### config.mk
export PLATFORM = sky130hd
export DESIGN_NAME = mrd_line_server
export DESIGN_NICKNAME = d
export VERILOG_FILES = /design/src/rtl/mrd_pkg.sv /design/src/rtl/mrd_req_latch.sv /design/src/rtl/mrd_line_server.sv
export SDC_FILE = /design/constraint.sdc
export NUM_CORES = 1
export LEC_CHECK = 0
export ABC_CLOCK_PERIOD_IN_PS = 1600
export BUFFER_PORTS_ARGS = -buffer_cell sky130_fd_sc_hd__buf_2
export CORE_UTILIZATION = 45
export DETAILED_ROUTE_END_ITERATION = 10
export GPL_ROUTABILITY_DRIVEN = 0
export HOLD_SLACK_MARGIN = 0.1
export PLACE_DENSITY_LB_ADDON = 0.08
export SKIP_CTS_REPAIR_TIMING = 1
export SLEW_MARGIN = 20
export SYNTH_ARGS = -nofsm -noshare
export SYNTH_HDL_FRONTEND = slang
export SYNTH_SLANG_ARGS = --single-unit
### constraint.sdc
create_clock -name clk -period 1.6 [get_ports clk]
set_input_delay 0.08 -clock clk [delete_from_list [all_inputs] [get_ports clk]]
set_output_delay 0.08 -clock clk [all_outputs]
set_load 0.05 [all_outputs]
### src/rtl/mrd_pkg.sv
// Shared encodings for the miss-read line server: FSM state codes, owner codes
// and line geometry.
package mrd_pkg;
   localparam logic [2:0] MRS_IDLE = 3'd0;
   localparam logic [2:0] MRS_ISSU = 3'd1;
   localparam logic [2:0] MRS_DRAN = 3'd2;
   localparam logic [2:0] MRS_RESP = 3'd3;
   localparam logic [2:0] MRS_FINS = 3'd4;

   localparam logic OWN_IC = 1'b0;
   localparam logic OWN_DC = 1'b1;

   localparam int MRD_BEATS  = 4;
   localparam int MRD_WORD_W = 32;
   localparam int MRD_LINE_W = MRD_BEATS * MRD_WORD_W;
endpackage

### src/rtl/mrd_req_latch.sv
// One requester's pending flag and latched line index. The index output bypasses
// the register so a request can be granted in the same cycle it is pulsed.
module mrd_req_latch #(
   parameter int AWIDTH = 14
) (
   input  logic              clk,
   input  logic              rst_n,
   input  logic              start,
   input  logic              active,
   input  logic              grant,
   input  logic [31:0]       addr,
   output logic              pend,
   output logic [AWIDTH-3:0] index
);
   logic              pend_r;
   logic [AWIDTH-3:0] idx_r;
   logic              unused_addr_s;

   assign unused_addr_s = ^{addr[31:AWIDTH+2], addr[3:0]};

   // Pending flag and index register; a re-pulse from the active owner only
   // refreshes the index so it is not serviced a second time.
   always_ff @(posedge clk or negedge rst_n) begin
      if (!rst_n) begin
         pend_r <= 1'b0;
         idx_r  <= '0;
      end else begin
         if (grant) begin
            pend_r <= 1'b0;
         end else if (start && !active) begin
            pend_r <= 1'b1;
         end else begin
            pend_r <= pend_r;
         end
         if (start) begin
            idx_r <= addr[AWIDTH+1:4];
         end else begin
            idx_r <= idx_r;
         end
      end
   end

   assign pend  = pend_r;
   assign index = start ? addr[AWIDTH+1:4] : idx_r;
endmodule

### src/rtl/mrd_line_server.sv
// Line-read responder for the IC and DC miss controllers: reads four 32-bit beats
// from a synchronous RAM and returns the 128-bit line with valid/finish pulses.
module mrd_line_server
   import mrd_pkg::*;
#(
   parameter int AWIDTH = 14
) (
   input  logic                  clk,
   input  logic                  rst_n,
   input  logic                  ic_start_rq,
   input  logic [31:0]           ic_rin_addr,
   input  logic                  dc_start_rq,
   input  logic [31:0]           dc_rin_addr,
   output logic [MRD_LINE_W-1:0] rdat_m_data,
   output logic                  ic_rdat_m_valid,
   output logic                  dc_rdat_m_valid,
   output logic                  ic_finish_mrd,
   output logic                  dc_finish_mrd,
   output logic                  mem_ren,
   output logic [AWIDTH-1:0]     mem_radr,
   input  logic [31:0]           mem_rdata,
   output logic                  busy
);
   logic [2:0]            state_r, state_nx_s;
   logic [1:0]            beat_r, beat_nx_s;
   logic                  owner_r, owner_nx_s;
   logic [AWIDTH-3:0]     idx_r, idx_nx_s;
   logic                  ic_pend_s, dc_pend_s, ic_grant_s, dc_grant_s;
   logic                  ic_active_s, dc_active_s;
   logic [AWIDTH-3:0]     ic_index_s, dc_index_s;
   logic                  busy_r, mem_ren_r, ic_valid_r, dc_valid_r, ic_fin_r, dc_fin_r;
   logic [AWIDTH-1:0]     mem_radr_r;
   logic                  cap_vld_r;
   logic [1:0]            cap_beat_r;
   logic [MRD_LINE_W-1:0] line_r;

   assign ic_active_s = (state_r != MRS_IDLE) && (owner_r == OWN_IC);
   assign dc_active_s = (state_r != MRS_IDLE) && (owner_r == OWN_DC);

   mrd_req_latch #(.AWIDTH(AWIDTH)) u_ic_latch (
      .clk(clk), .rst_n(rst_n), .start(ic_start_rq), .active(ic_active_s),
      .grant(ic_grant_s), .addr(ic_rin_addr), .pend(ic_pend_s), .index(ic_index_s)
   );

   mrd_req_latch #(.AWIDTH(AWIDTH)) u_dc_latch (
      .clk(clk), .rst_n(rst_n), .start(dc_start_rq), .active(dc_active_s),
      .grant(dc_grant_s), .addr(dc_rin_addr), .pend(dc_pend_s), .index(dc_index_s)
   );

   // Arbitration (DC over IC) and next-state/beat/owner selection.
   always_comb begin
      state_nx_s = state_r;
      beat_nx_s  = beat_r;
      owner_nx_s = owner_r;
      idx_nx_s   = idx_r;
      ic_grant_s = 1'b0;
      dc_grant_s = 1'b0;
      case (state_r)
         MRS_IDLE: begin
            if (dc_pend_s || dc_start_rq) begin
               dc_grant_s = 1'b1;
               owner_nx_s = OWN_DC;
               idx_nx_s   = dc_index_s;
               beat_nx_s  = 2'd0;
               state_nx_s = MRS_ISSU;
            end else if (ic_pend_s || ic_start_rq) begin
               ic_grant_s = 1'b1;
               owner_nx_s = OWN_IC;
               idx_nx_s   = ic_index_s;
               beat_nx_s  = 2'd0;
               state_nx_s = MRS_ISSU;
            end else begin
               state_nx_s = MRS_IDLE;
            end
         end
         MRS_ISSU: begin
            if (beat_r == 2'(MRD_BEATS - 1)) begin
               beat_nx_s  = 2'd0;
               state_nx_s = MRS_DRAN;
            end else begin
               beat_nx_s  = beat_r + 2'd1;
            end
         end
         MRS_DRAN: state_nx_s = MRS_RESP;
         MRS_RESP: state_nx_s = MRS_FINS;
         MRS_FINS: state_nx_s = MRS_IDLE;
         default:  state_nx_s = MRS_IDLE;
      endcase
   end

   // State, registered outputs and beat capture into the shared line buffer.
   always_ff @(posedge clk or negedge rst_n) begin
      if (!rst_n) begin
         state_r    <= MRS_IDLE;
         beat_r     <= 2'd0;
         owner_r    <= OWN_IC;
         idx_r      <= '0;
         busy_r     <= 1'b0;
         mem_ren_r  <= 1'b0;
         mem_radr_r <= '0;
         ic_valid_r <= 1'b0;
         dc_valid_r <= 1'b0;
         ic_fin_r   <= 1'b0;
         dc_fin_r   <= 1'b0;
         cap_vld_r  <= 1'b0;
         cap_beat_r <= 2'd0;
         line_r     <= '0;
      end else begin
         state_r    <= state_nx_s;
         beat_r     <= beat_nx_s;
         owner_r    <= owner_nx_s;
         idx_r      <= idx_nx_s;
         busy_r     <= (state_nx_s != MRS_IDLE);
         mem_ren_r  <= (state_nx_s == MRS_ISSU);
         mem_radr_r <= {idx_nx_s, beat_nx_s};
         ic_valid_r <= (state_nx_s == MRS_RESP) && (owner_nx_s == OWN_IC);
         dc_valid_r <= (state_nx_s == MRS_RESP) && (owner_nx_s == OWN_DC);
         ic_fin_r   <= (state_nx_s == MRS_FINS) && (owner_nx_s == OWN_IC);
         dc_fin_r   <= (state_nx_s == MRS_FINS) && (owner_nx_s == OWN_DC);
         // RAM data lags the read enable by one cycle, so capture tracks it.
         cap_vld_r  <= mem_ren_r;
         cap_beat_r <= mem_radr_r[1:0];
         if (cap_vld_r) begin
            line_r[{cap_beat_r, 5'b00000} +: MRD_WORD_W] <= mem_rdata;
         end else begin
            line_r <= line_r;
         end
      end
   end

   assign rdat_m_data     = line_r;
   assign ic_rdat_m_valid = ic_valid_r;
   assign dc_rdat_m_valid = dc_valid_r;
   assign ic_finish_mrd   = ic_fin_r;
   assign dc_finish_mrd   = dc_fin_r;
   assign mem_ren         = mem_ren_r;
   assign mem_radr        = mem_radr_r;
   assign busy            = busy_r;
endmodule

==> results of run 1 <==
-- metrics by stage --
| step | setup TNS [ns] | cell area [um^2] | hold WS, ns | util (%) | cells |
|---|---|---|---|---|---|
| floorplan | 0 | 6940 | -0.216 | - | 499 |
| global placement | 0 | 8360 | 0.0284 | 56.6 | 877 |
| detailed placement | -0.00773 | 8360 | 0.0355 | 56.6 | 877 |
| CTS | -0.408 | 8970 | -0.426 | 60.8 | 909 |
| global route | -0.00946 | 9590 | 0.126 | 65.0 | 967 |
| finish | 0 | 9590 | 0.105 | 65.0 | 967 |
-- worst paths after layout --
check	startpoint	endpoint	slack (ns)	depth (start not counted)
setup / recovery	cap_beat_r[0]	rdat_m_data[26]	0.05	5
hold / removal	dc_start_rq	busy	0.11	4
setup reg to reg	cap_beat_r[0]	rdat_m_data[26]	0.05	5
hold reg to reg	mem_ren	cap_vld_r	0.38	0
max in group asynchronous	rst_n	rdat_m_data[115]	0.83	3
min in group asynchronous	rst_n	rdat_m_data[27]	0.13	2
-- where the power goes --
| group | switching, mW | total, mW | internal (mW) | leakage (nW) |
|---|---|---|---|---|
| Sequential | 0.955 | 7.17 | 6.22 | 2.38 |
| Clock | 1.83 | 4.35 | 2.52 | 0.299 |
| Combinational | 8.02 | 11.0 | 3.02 | 2.30 |
-- cell type report --
class	instances	share of cell area (%)
Sequential cell	181	47.2
Timing Repair Buffer	295	20.7
Tap cell	184	2.40
Clock inverter	14	1.83
Inverter	4	0.157
Multi-Input combinational cell	271	23.1
Clock buffer	18	4.58
-- state kept, by name, indices dropped and copies added (netlist names), 2 cells and up --
name	cells
cap_beat_r	2
mem_radr	13
rdat_m_data	128
state_r	3
u_dc_latch.idx_r	12
u_ic_latch.idx_r	12
-- synth_stat cells (4+ instances only) --
master / number
dfrtp_1: 181
a22o_1: 130
clkbuf_1: 26
mux2_2: 24
a21oi_1: 15
buf_2: 15
o21ai_0: 15
a22oi_1: 13
and2_1: 13
a31oi_1: 12
and3b_1: 12
ha_1: 6
nor2_1: 6
nor3_1: 6
nand2_1: 5
inv_1: 4
-- kinds of logic (layout without fill, tap and decap cells) --
family | count (synthesis) | count (layout) | share of synthesized area (%)
flops | 181 | 181 | 65.5
mux | 24 | 24 | 3.91
simple gates | 53 | 53 | 5.11
fa+ha+maj | 6 | 6 | 1.09
compound gates | 188 | 188 | 21.4
buf+inv | 47 | 331 | 2.93
-- layer usage --
layer	GRT usage [%]	part of all wire, %	vias to the layer above
met1	31.8	44	2707
met4	7.23	1.2	0
met5	0	0	-
met2	37.8	49	191
met3	5.90	6.5	18
li1	-	-	2452
-- worst max-delay path, stage by stage, from the launching register on --
cell	delay [ns]
dfrtp_1	0.40
inv_2	0.11
ha_4	0.23
nor4b_4	0.36
buf_4	0.24
a22o_1	0.15
==> impl_metrics.yaml, run 1 <==
outcome:
  outcome: "completed"
cells_and_area:
  final_common_cell: "buf_2"
  multiInputGateArea_um2: 2210
  final_nets: 876
  final_cell_mix: "206 x buf_2, 181 x dfrtp_1, 130 x a22o_1, 57 x dlygate4sd3_1, 24 x mux2_2"
  syn2layout_area_growth_pct: 38.7
  drive_gt1_share_pct: 39.1
  fill_cells: 1157
  diodes: 0
  seq_area_um2: 4530
grt:
  grt_pass1_wl_um: 29000
  grt_usage_pct: 23.6
  overflow: 0
  grt_max_degree: 52
  antenna_found_initial: 0
  grt_pass1_vias: 5113
die:
  dieHeight_um: 126
  rows: 44
  core_area_um2: 14800
  io_pins: 248
  dieArea_um2: 15900
  start_util_pct: 46.8
  die_w_um: 126
clocking:
  cts-root-buf: "clkbuf_16"
  cts_tree: "yes"
  cts_buffers: 17
  clk_pin_slew_ns: 0.07
  htree_levels: 4
  clockBufferDepth: 2
  insertion_delay_ns: 0.43
  cts_sinks: 181
worst_setup_path:
  arrival_ns: 1.92
  crit_type: "register to register"
  cp_max_fo: 8
  end_kind: "register"
  critPathLaunchType: "register"
  required_ns: 1.97
timing:
  fin_ws_ns: 0.0509
  final.setup_skew_ns: 0.00815
  hold_viol: 0
  finalMaxSlewViolations: 0
  min_period_over_period_pct: 96.8
  final-setup-viol-count: 0
  rsz0062_at_grt: "true"
  slew_headroom_pct: 70.9
  fmax_mhz: 646
  timing.final.crit_period_ns: 1.55
  worstMarginPinSlew_ns: 0.436
yosys:
  avgSynthCellArea_um2: 13.9
  synth_edf_count: 0
  yosys_warnings: 0
  synthesis.area_um2: 6910
  synth_cell_types: 29
  synth_area_leaders: "dfrtp_1 66%, a22o_1 16%, mux2_2 3.9%, and3b_1 1.5%, a22oi_1 1.4%"
  synth_cells: 499
  ys.flop_type: "dfrtp_1"
  synthArstFlopShare_pct: 100
  yosys_register_bits: 181
  ys_seq_area_share_pct: 65.5
  syn_nets: 605
  synth_top_area_share_pct: 65.5
  yosysTopAreaCell: "dfrtp_1"
routing:
  vias: 5368
  viasPerCell: 5.55
  ant_nets: 0
  wirelength_um: 18800
  wl_per_cell_um: 19.5
  drc_errors: 0
  drt-pass1-iter-count: 4
  drt-initial-drc-count: 232
power_and_ir_drop:
  p_leak_nw: 4.97
  power_density_nw_per_um2: 2350
  fin_total_pwr_mw: 22.6
  peakVddDrop_uv: 1120
placed_design:
  post-dp-hpwl_um: 11900
  io_buffers: 207
  post-place-ws_ns: -0.00517
flow_run:
  drv_cap: 0
hold_path:
  hold_path_class: "input pin to register"
No activity file was read; power rests on OpenSTA's default activity.
==> run 2: changes to the inputs <==
--- a/config.mk
+++ b/config.mk
@@ -5,12 +5,13 @@
 export SDC_FILE = /design/constraint.sdc
 export NUM_CORES = 1
 export LEC_CHECK = 0
-export ABC_CLOCK_PERIOD_IN_PS = 1600
+export ABC_CLOCK_PERIOD_IN_PS = 1700
 export BUFFER_PORTS_ARGS = -buffer_cell sky130_fd_sc_hd__buf_2
-export CORE_UTILIZATION = 45
+export CORE_UTILIZATION = 49
 export DETAILED_ROUTE_END_ITERATION = 10
 export GPL_ROUTABILITY_DRIVEN = 0
 export HOLD_SLACK_MARGIN = 0.1
+export MAX_ROUTING_LAYER = met4
 export PLACE_DENSITY_LB_ADDON = 0.08
 export SKIP_CTS_REPAIR_TIMING = 1
 export SLEW_MARGIN = 20
==> constraint.sdc (replaced) <==
create_clock -name clk -period 1.7 [get_ports clk]
set_input_delay 0.34 -clock clk [delete_from_list [all_inputs] [get_ports clk]]
set_output_delay 0.34 -clock clk [all_outputs]
set_load 0.05 [all_outputs]
==> impl_metrics.yaml, run 2 (synthesis results as in run 1) <==
outcome:
  outcome: "completed"
clocking:
  cts_sinks: 181
  cts_buffers: 17
  insertion_delay_ns: 0.43
  cts_tree: "yes"
  htree_levels: 4
  clockBufferDepth: 2
  cts-root-buf: "clkbuf_16"
  clk_pin_slew_ns: 0.07
timing:
  final-setup-viol-count: 0
  rsz0062_at_grt: "true"
  fmax_mhz: 592
  worstMarginPinSlew_ns: 0.449
  hold_viol: 0
  timing.final.crit_period_ns: 1.69
  slew_headroom_pct: 70.1
  finalMaxSlewViolations: 0
  min_period_over_period_pct: 99.4
  fin_hold_ws_ns: 0.152
  fin_ws_ns: 0.0106
  final.setup_skew_ns: 0.00851
cells_and_area:
  multiInputGateArea_um2: 2190
  largest_register_ffs: 128
  final_cell_count_no_fill: 911
  drive_gt1_share_pct: 41.1
  fill_cells: 1090
  stdcell_area_um2: 8970
  syn2layout_area_growth_pct: 29.8
  final_nets: 823
  final_cell_mix: "206 x buf_2, 181 x dfrtp_1, 130 x a22o_1, 24 x mux2_2, 24 x buf_4"
  seq_area_um2: 4530
  final_common_cell: "buf_2"
worst_setup_path:
  r2r_end: "rdat_m_data[5]"
  arrival_ns: 2.05
  end_kind: "register"
  critPathLaunchType: "register"
  crit_chain: "inv_1, ha_1, nor4b_4, buf_4, buf_6, a22o_1"
  cp_max_fo: 15
  required_ns: 2.06
  crit_type: "register to register"
  startpoint: "cap_beat_r[1]"
  r2r_slack_ns: 0.01
  slowest_delay_ns: 0.38
  r2r_start: "cap_beat_r[1]"
  cpMaxStageDelayCell: "dfrtp_1"
  worstRegToRegCells: 6
die:
  io_pins: 248
  start_util_pct: 50.0
  die_w_um: 121
  dieArea_um2: 14600
  rows: 43
  core_area_um2: 13800
  dieHeight_um: 121
flow_run:
  drv_cap: 0
placed_design:
  post-place-ws_ns: 0.0494
  post-dp-hpwl_um: 11700
  placed_cells_incl_taps: 875
  placement.cell_area_um2: 8330
  io_buffers: 207
routing:
  wirelength_um: 17800
  vias: 5239
  drc_errors: 0
  drt-pass1-iter-count: 5
  ant_nets: 0
  viasPerCell: 5.75
  wl_per_cell_um: 19.5
  drt-initial-drc-count: 371
grt:
  grt_usage_pct: 26.5
  overflow: 0
  grt_pass1_vias: 5317
  antenna_found_initial: 1
  grt_max_degree: 48
  grt_pass1_wl_um: 28400
hold_path:
  min_path_cells: 2
  hp-start: "ic_rin_addr[15]"
  hold_end: "u_ic_latch.idx_r[11]"
  hold_path_class: "input pin to register"
power_and_ir_drop:
  peakVddDrop_uv: 1260
  power_density_nw_per_um2: 2330
  p_leak_nw: 4.73
## run 2: cell types whose count changed in the layout (fill, tap and decap cells not counted), sizes merged
| cell | previous run | this run |
|---|---|---|
| buf | 237 | 241 |
| clkbuf | 19 | 21 |
| clkinv | 5 | 3 |
| diode | 0 | 1 |
| dlygate4sd3 | 57 | 1 |
| inv | 8 | 7 |
## run 2: area by class of cell
cell class	instances	area share (%)
clock inverters	11	1.66
inverters	4	0.167
multi-input cells	271	24.5
flip-flops and latches	181	50.5
well taps	180	2.51
diodes	1	0.0279
repair buffers	242	15.7
clock buffers	21	5.02
## run 2: worst max-delay path: cells and delay by family, from the launching register on
| family | cells | cell delay [ns] |
|---|---|---|
| flip-flops | 1 | 0.38 |
| AND/OR/NAND/NOR | 1 | 0.27 |
| adder cells (fa/ha/maj) | 1 | 0.35 |
| buffers and inverters | 3 | 0.45 |
| AO/OA/AOI/OAI | 1 | 0.17 |
## run 2: power by group
group	total [mW]	switching (mW)	internal (mW)
Combinational	10.1	7.46	2.67
Clock	3.99	1.63	2.36
Sequential	6.79	0.937	5.86
Total	20.9	10.0	10.9
## run 2: worst max path at each step
stage | to | slack [ns] | depth (start not counted)
after floorplan | rdat_m_data[10] | 0.05 | 5
after global placement | idx_r[11] | 0.06 | 5
after detailed placement | mem_radr[6] | 0.05 | 5
after CTS | rdat_m_data[22] | 0.04 | 5
after global routing | rdat_m_data[5] | -0.05 | 6
final | rdat_m_data[5] | 0.01 | 6
## run 2: through the flow
| step | util, % | total power [mW] | setup TNS [ns] |
|---|---|---|---|
| after floorplan | - | 14.1 | 0 |
| after global placement | 60.2 | 16.7 | 0 |
| after detailed placement | 60.2 | 16.9 | 0 |
| after CTS | 64.6 | 21.0 | 0 |
| after global routing | 64.9 | 21.9 | -0.729 |
| final | 64.9 | 20.9 | 0 |
## run 2: per-layer routing
| layer | routed length (um) | share of wire, % | global-route usage, % |
|---|---|---|---|
| met1 | 7830 | 44 | 34.7 |
| met2 | 8580 | 48 | 40.9 |
| met3 | 1180 | 6.6 | 6.27 |
| met4 | 180 | 1.0 | 8.49 |
| met5 | 0 | 0 | - |
==> run 3: changes to the inputs <==
==> constraint.sdc (replaced) <==
create_clock -name clk -period 1.7 [get_ports clk]
set_input_delay 0.17 -clock clk [delete_from_list [all_inputs] [get_ports clk]]
set_output_delay 0.17 -clock clk [all_outputs]
set_load 0.05 [all_outputs]
==> impl_metrics.yaml, run 3 (synthesis results as in run 1) <==
worst_setup_path:
  end_kind: "register"
  crit_type: "register to register"
  arrival_ns: 2.02
  required_ns: 2.06
  critPathLaunchType: "register"
  startpoint: "cap_beat_r[0]"
  r2r_start: "cap_beat_r[0]"
  cp_max_fo: 8
routing:
  ant_nets: 0
  wl_per_cell_um: 18.7
  wirelength_um: 18000
  drt-pass1-iter-count: 4
  viasPerCell: 5.63
  drc_errors: 0
  vias: 5420
  drt-initial-drc-count: 423
timing:
  min_period_over_period_pct: 98.1
  finalMaxSlewViolations: 0
  fin_hold_ws_ns: 0.203
  hold_viol: 0
  final-setup-viol-count: 0
  fmax_mhz: 600
  slew_headroom_pct: 69.7
  timing.final.crit_period_ns: 1.67
  fin_ws_ns: 0.0330
  final.setup_skew_ns: 0.00728
  worstMarginPinSlew_ns: 0.454
  timing.setup.tns_ns: 0
  rsz0062_at_grt: "true"
die:
  start_util_pct: 50.0
  die_w_um: 121
  rows: 43
  dieArea_um2: 14600
  dieHeight_um: 121
  core_area_um2: 13800
  io_pins: 248
cells_and_area:
  final_nets: 878
  final_cell_count_no_fill: 963
  syn2layout_area_growth_pct: 37.7
  diodes: 0
  stdcell_area_um2: 9520
  finish.utilization_pct: 68.8
  final_common_cell: "buf_2"
  drive_gt1_share_pct: 37.7
  largest_register_ffs: 128
  final_cell_mix: "206 x buf_2, 181 x dfrtp_1, 130 x a22o_1, 57 x dlygate4sd3_1, 24 x mux2_2"
placed_design:
  placement.cell_area_um2: 8330
  placed_cells_incl_taps: 874
  io_buffers: 207
  post-place-ws_ns: 0.0331
  post-dp-hpwl_um: 11900
clocking:
  cts_sinks: 181
  clk_pin_slew_ns: 0.06
  htree_levels: 4
  cts_tree: "yes"
  cts_buffers: 17
  cts-root-buf: "clkbuf_16"
  clockBufferDepth: 2
  insertion_delay_ns: 0.42
grt:
  antenna_found_initial: 0
  grt_pass1_vias: 5150
  grt_pass1_wl_um: 27500
  overflow: 0
  grt_max_degree: 48
  grt_usage_pct: 25.4
power_and_ir_drop:
  fin_total_pwr_mw: 21.0
  p_leak_nw: 4.96
  peakVddDrop_uv: 1250
  power_density_nw_per_um2: 2200
hold_path:
  hold_path_class: "input pin to register"
  hp-start: "ic_start_rq"
outcome:
  outcome: "completed"
flow_run:
  drv_cap: 0
run 3: path summary, 6_finish.rpt:
check	to	slack [ns]	depth (start not counted)
min	busy	0.20	4
max	rdat_m_data[21]	0.03	6
min reg2reg	cap_vld_r	0.37	0
max reg2reg	rdat_m_data[21]	0.03	6
min in group asynchronous	rdat_m_data[38]	0.25	2
max in group asynchronous	rdat_m_data[94]	0.81	3
run 3: area by class of cell:
class | count | area (um^2)
clock buffer | 22 | 464
clock inverter | 8 | 125
fill | 995 | 4310
inverter | 4 | 15.0
multi-input combinational | 271 | 2190
sequential | 181 | 4530
tap | 180 | 225
timing repair buffer | 297 | 1970
run 3: critical path: stages, from the launching register on:
cell	delay [ns]
dfrtp_1	0.35
inv_1	0.09
ha_1	0.37
nor4b_4	0.27
buf_4	0.18
buf_4	0.20
a22o_1	0.15
run 3: report_power, final:
part / total, mW / internal [mW] / switching [mW]
clock network: 3.93 / 2.38 / 1.55
logic: 10.3 / 2.78 / 7.49
registers: 6.78 / 5.86 / 0.926
run 3: metal layers:
layer  GRT usage (%)  part of all wire [%]
met1            33.8                    43
met3            5.52                   6.3
met2            38.6                    49
met5               -                     0
met4            8.87                   1.6
